$ cat src/rtl/z16_dmem_arbiter.sv
// z16_dmem_arbiter: two-port arbiter in front of the single-port Z16 data memory.
// Port 0 is the CPU load/store path and port 1 is the loader/debug path.
// The current owner keeps the memory while it keeps requesting, but only for
// MAX_BURST grants in a row if the other port is also waiting. This stops
// either port from starving the other.
// Read data comes back registered one cycle after the grant, on the port that
// was granted.
module z16_dmem_arbiter #(
    parameter int DATA_W    = 16,
    parameter int ADDR_W    = 16,
    parameter int MAX_BURST = 4
) (
    input  logic              i_clk,
    input  logic              i_rst_n,
    input  logic              i_m0_req,
    input  logic              i_m0_wen,
    input  logic [ADDR_W-1:0] i_m0_addr,
    input  logic [DATA_W-1:0] i_m0_wdata,
    output logic              o_m0_gnt,
    output logic              o_m0_rvalid,
    output logic [DATA_W-1:0] o_m0_rdata,
    input  logic              i_m1_req,
    input  logic              i_m1_wen,
    input  logic [ADDR_W-1:0] i_m1_addr,
    input  logic [DATA_W-1:0] i_m1_wdata,
    output logic              o_m1_gnt,
    output logic              o_m1_rvalid,
    output logic [DATA_W-1:0] o_m1_rdata,
    output logic [ADDR_W-1:0] o_mem_addr,
    output logic              o_mem_wen,
    output logic [DATA_W-1:0] o_mem_wdata,
    input  logic [DATA_W-1:0] i_mem_rdata,
    output logic              o_m0_stall
);

    localparam logic [1:0] ST_IDLE = 2'd0;
    localparam logic [1:0] ST_OWN0 = 2'd1;
    localparam logic [1:0] ST_OWN1 = 2'd2;

    localparam logic [3:0] BURST_MAX = 4'(MAX_BURST);

    logic [1:0]        state_q, state_d;
    logic [3:0]        cnt_q, cnt_d;
    logic              m0_rvalid_q, m0_rvalid_d;
    logic              m1_rvalid_q, m1_rvalid_d;
    logic [DATA_W-1:0] m0_rdata_q, m0_rdata_d;
    logic [DATA_W-1:0] m1_rdata_q, m1_rdata_d;
    logic              gnt0_raw, gnt1_raw;
    logic              gnt0, gnt1;

    // Grant decision and next owner/burst count, from state, count and requests.
    always_comb begin
        gnt0_raw = 1'b0;
        gnt1_raw = 1'b0;
        state_d  = state_q;
        cnt_d    = cnt_q;
        case (state_q)
            ST_IDLE: begin
                if (i_m0_req) begin
                    gnt0_raw = 1'b1;
                    state_d  = ST_OWN0;
                    cnt_d    = 4'd1;
                end else if (i_m1_req) begin
                    gnt1_raw = 1'b1;
                    state_d  = ST_OWN1;
                    cnt_d    = 4'd1;
                end
            end
            ST_OWN0: begin
                if (i_m0_req && ((cnt_q < BURST_MAX) || !i_m1_req)) begin
                    gnt0_raw = 1'b1;
                    cnt_d    = (cnt_q >= BURST_MAX) ? BURST_MAX : cnt_q + 4'd1;
                end else if (i_m1_req) begin
                    gnt1_raw = 1'b1;
                    state_d  = ST_OWN1;
                    cnt_d    = 4'd1;
                end else begin
                    state_d  = ST_IDLE;
                    cnt_d    = 4'd0;
                end
            end
            ST_OWN1: begin
                if (i_m1_req && ((cnt_q < BURST_MAX) || !i_m0_req)) begin
                    gnt1_raw = 1'b1;
                    cnt_d    = (cnt_q >= BURST_MAX) ? BURST_MAX : cnt_q + 4'd1;
                end else if (i_m0_req) begin
                    gnt0_raw = 1'b1;
                    state_d  = ST_OWN0;
                    cnt_d    = 4'd1;
                end else begin
                    state_d  = ST_IDLE;
                    cnt_d    = 4'd0;
                end
            end
            default: begin
                state_d = ST_IDLE;
                cnt_d   = 4'd0;
            end
        endcase
    end

    // Grants are forced low while reset is held so the memory sees no access.
    always_comb begin
        gnt0 = gnt0_raw & i_rst_n;
        gnt1 = gnt1_raw & i_rst_n;
    end

    // Memory-side mux: drive the winner's access, or all zero when idle.
    always_comb begin
        o_mem_addr  = '0;
        o_mem_wen   = 1'b0;
        o_mem_wdata = '0;
        if (gnt0) begin
            o_mem_addr  = i_m0_addr;
            o_mem_wen   = i_m0_wen;
            o_mem_wdata = i_m0_wdata;
        end else if (gnt1) begin
            o_mem_addr  = i_m1_addr;
            o_mem_wen   = i_m1_wen;
            o_mem_wdata = i_m1_wdata;
        end
    end

    // Read return: capture memory data for the port that was granted a read.
    always_comb begin
        m0_rvalid_d = gnt0 & ~i_m0_wen;
        m1_rvalid_d = gnt1 & ~i_m1_wen;
        m0_rdata_d  = m0_rvalid_d ? i_mem_rdata : m0_rdata_q;
        m1_rdata_d  = m1_rvalid_d ? i_mem_rdata : m1_rdata_q;
    end

    // State, burst count and read-return registers; reset drops any read in flight.
    always_ff @(posedge i_clk or negedge i_rst_n) begin
        if (!i_rst_n) begin
            state_q     <= ST_IDLE;
            cnt_q       <= 4'd0;
            m0_rvalid_q <= 1'b0;
            m1_rvalid_q <= 1'b0;
            m0_rdata_q  <= '0;
            m1_rdata_q  <= '0;
        end else begin
            state_q     <= state_d;
            cnt_q       <= cnt_d;
            m0_rvalid_q <= m0_rvalid_d;
            m1_rvalid_q <= m1_rvalid_d;
            m0_rdata_q  <= m0_rdata_d;
            m1_rdata_q  <= m1_rdata_d;
        end
    end

    // Output assignments.
    always_comb begin
        o_m0_gnt    = gnt0;
        o_m1_gnt    = gnt1;
        o_m0_rvalid = m0_rvalid_q;
        o_m1_rvalid = m1_rvalid_q;
        o_m0_rdata  = m0_rdata_q;
        o_m1_rdata  = m1_rdata_q;
        o_m0_stall  = i_m0_req & ~gnt0;
    end

endmodule

$ cat config.mk
export PLATFORM = sky130hd
export DESIGN_NAME = z16_dmem_arbiter
export DESIGN_NICKNAME = d
export VERILOG_FILES = /design/src/rtl/z16_dmem_arbiter.sv
export SDC_FILE = /design/constraint.sdc
export NUM_CORES = 1
export LEC_CHECK = 0
export CORE_MARGIN = 4
export CORE_UTILIZATION = 35
export DETAILED_ROUTE_END_ITERATION = 12
export PLACE_DENSITY = 0.87
export SLEW_MARGIN = 5
export SYNTH_ARGS = -nofsm -noshare
export SYNTH_HDL_FRONTEND = slang
export SYNTH_SLANG_ARGS = --single-unit
$ cat constraint.sdc
create_clock -name i_clk -period 2.65 [get_ports i_clk]
set_input_delay 0.265 -clock i_clk [delete_from_list [all_inputs] [get_ports i_clk]]
set_output_delay 0.265 -clock i_clk [all_outputs]
set_load 0.02 [all_outputs]
==> flow_summary.yaml <==
logic_synthesis:
  post_synth.cell_area_avg_um2: 9.49
  synthCells: 233
  ys.flop_type: "dfrtp_1"
  yosysSeqAreaShare_pct: 45.3
  yosys_warnings: 0
  netlist_area_mm2: 0.00221
  synth.distinct_cells: 29
  synth_edf_count: 0
  ys_ff_latch: 40
  synthArstFlopShare_pct: 100
  synth_nets: 320
setup_path:
  crit_required_ns: 2.38
  crit_path_cell_trace: "nand2_1 > and2_2 > buf_4 > a21oi_1 > clkdlybuf4s50_1"
  crit_buf_inv: 2
  critPathLaunchType: "flip-flop"
  critical_path.max_stage_delay_ns: 0.66
  endpoint_kind: "output port"
  critical_path_class: "flip-flop to output port"
  cpLargestDelayFamily: "buffers and inverters"
  crit_fanout: 15
  slowest_stage: "clkdlybuf4s50_1"
  arrival_ns: 2.25
clocking:
  clock_tree.root_cell: "clkbuf_8"
  path_clk_slew_ns: 0.07
  ctsHoldBuffers: 0
  tritoncts: "yes"
  numCtsBuffers: 5
  cts_setup_buffers: 0
  htree_levels: 2
  cts_buffer_depth: 2
  clock_latency_ns: 0.28
  cts.sinks: 40
layout:
  fin_cells: 458
  n_antenna_cell: 0
  multi_input_area_mm2: 0.00111
  fin_nets: 469
  final_area_mm2: 0.00400
  syn_to_final_growth_pct: 80.9
  final_layout_size_suffix_gt1_share_pct: 13.6
  fillers: 465
  regArea_mm2: 0.00100
routing:
  via_per_inst: 5.04
  wl_per_cell_um: 15.5
  drc: 0
  vias: 2310
  ant_nets: 0
  routed_wirelength_um: 7100
  drt_iter0_drc: 65
  firstDrtPassIters: 4
pwr:
  p_per_area_mw_per_mm2: 555
  power_leakage_nw: 2.07
  power_mw: 2.22
  vdd_ir_drop_max_mv: 0.479
timing:
  slew_headroom_pct: 57.5
  fmaxAchievable_mhz: 398
  min_period_ns: 2.51
  period_share_pct: 94.8
  setup_viol: 0
  slew_viol_final: 0
  worst_slew_pin_slew_ns: 0.636
  final_hold_viol_count: 0
  skew_ns: 0.00339
  rsz0062_at_grt: "no"
  finalSetupTns_ns: 0
floorplanning:
  core_mm2: 0.00603
  initial_core_util_pct: 36.7
  ios: 156
  fp-row-count: 28
  fp.dieH_um: 87.5
  dieArea_mm2: 0.00765
  die_w_um: 87.5
global_routing:
  grt_pass1_wl_um: 11300
  grt_pass1_vias: 2411
  grtUsageTotal_pct: 18.7
  grt_max_degree: 42
  grt_overflow: 0
  antenna_found_initial: 0
placement:
  dp_cells: 450
  gp_congestion: 0.755
  placed_area_mm2: 0.00385
  place_hpwl_um: 5540
  io_buffers: 155
run:
  maxCapViolCount: 0
run_status:
  outcome: "completed"
hold_path:
  hold_class: "input pin to async pin"
## placed cells by master (no fill, tap or decap), types with 5 or more instances in the layout
| cell type | count |
|---|---|
| clkbuf_8 | 6 |
| clkdlybuf4s50_1 | 120 |
| dfrtp_1 | 40 |
| dlygate4sd2_1 | 9 |
| dlymetal6s2s_1 | 25 |
| mux2_2 | 23 |
| mux2_4 | 9 |
| nand2_1 | 72 |
| nor2_1 | 5 |
| o22ai_1 | 33 |
## what timing repair did
| item | 4_1_cts | 5_1_grt |
|---|---|---|
| gates resized for setup | 10 | 25 |
| endpoints found under the setup margin | 33 | 25 |
| gates cloned | 0 | 0 |
## Yosys cell counts (all sizes together), types with 2 or more instances
library cell | n | area (um^2)
o21ai | 5 | 25.0
o21a | 2 | 15.0
and2 | 2 | 12.5
inv | 3 | 11.3
o22ai | 33 | 206
clkbuf | 15 | 56.3
dfrtp | 40 | 1000
mux2 | 32 | 394
buf | 5 | 36.3
nor2b | 3 | 18.8
nand2 | 72 | 270
a21oi | 4 | 20.0
nor2 | 5 | 18.8
## cell type report
class | instances | share of cell area (%)
Sequential cell | 40 | 25.0
Tap cell | 75 | 2.35
Inverter | 3 | 0.282
Multi-Input combinational cell | 170 | 27.8
Clock buffer | 7 | 2.16
Timing Repair Buffer | 162 | 42.2
Clock inverter | 1 | 0.188
## worst paths after layout
path	end	startpoint	slack (ns)	depth (start not counted)
setup reg to reg	o_m0_rdata[5]	state_q[0]	0.33	5
setup / recovery	o_m0_stall	state_q[0]	0.14	5
max in group asynchronous	o_m1_rdata[13]	i_rst_n	2.22	2
min in group i_clk	o_m1_rdata[12]	o_m1_rdata[12]	0.51	1
hold / removal	o_m0_rdata[5]	i_rst_n	0.08	2
hold reg to reg	o_m1_rdata[12]	o_m1_rdata[12]	0.51	1
## state kept, by name (all words and copies together) (netlist names)
name	cells
o_m0_rdata	16
o_m1_rvalid	1
cnt_q	4
o_m0_rvalid	1
o_m1_rdata	16
state_q	2
## per-stage QoR
stage	hold slack (ns)	worst slack, ns	util [%]
2_1_floorplan	-0.0306	0.525	-
3_3_place_gp	0.373	0.200	63.9
3_5_place_dp	0.389	0.106	63.9
4_1_cts	0.0908	0.0288	65.3
5_1_grt	0.127	0.00176	66.4
6_report	0.0817	0.138	66.4
## power breakdown
group / internal [mW] / total (mW) / switching (mW) / leakage [nW]
Sequential: 0.745 / 0.825 / 0.0809 / 0.486
Clock: 0.211 / 0.402 / 0.191 / 0.0445
Combinational: 0.547 / 0.992 / 0.445 / 1.54
## logic make-up (layout without fill, tap and decap cells)
| group | count (synthesis) | in the layout | synth area share, % |
|---|---|---|---|
| AND/OR/NAND/NOR | 89 | 89 | 17.5 |
| AO/OA/AOI/OAI | 48 | 48 | 14.1 |
| flip-flops | 40 | 40 | 45.3 |
| multiplexers | 32 | 32 | 17.8 |
| buffers and inverters | 23 | 173 | 4.70 |
| adder cells (fa/ha/maj) | 1 | 1 | 0.566 |
## layer usage
metal / GRT usage (%) / vias up / part of all wire (%)
li1: - / 1109 / -
met1: 21.2 / 1059 / 38
met2: 32.5 / 128 / 49
met3: 6.72 / 14 / 11
met4: 5.86 / 0 / 2.3
met5: 0 / - / 0
(Power assumes the default switching activity.)
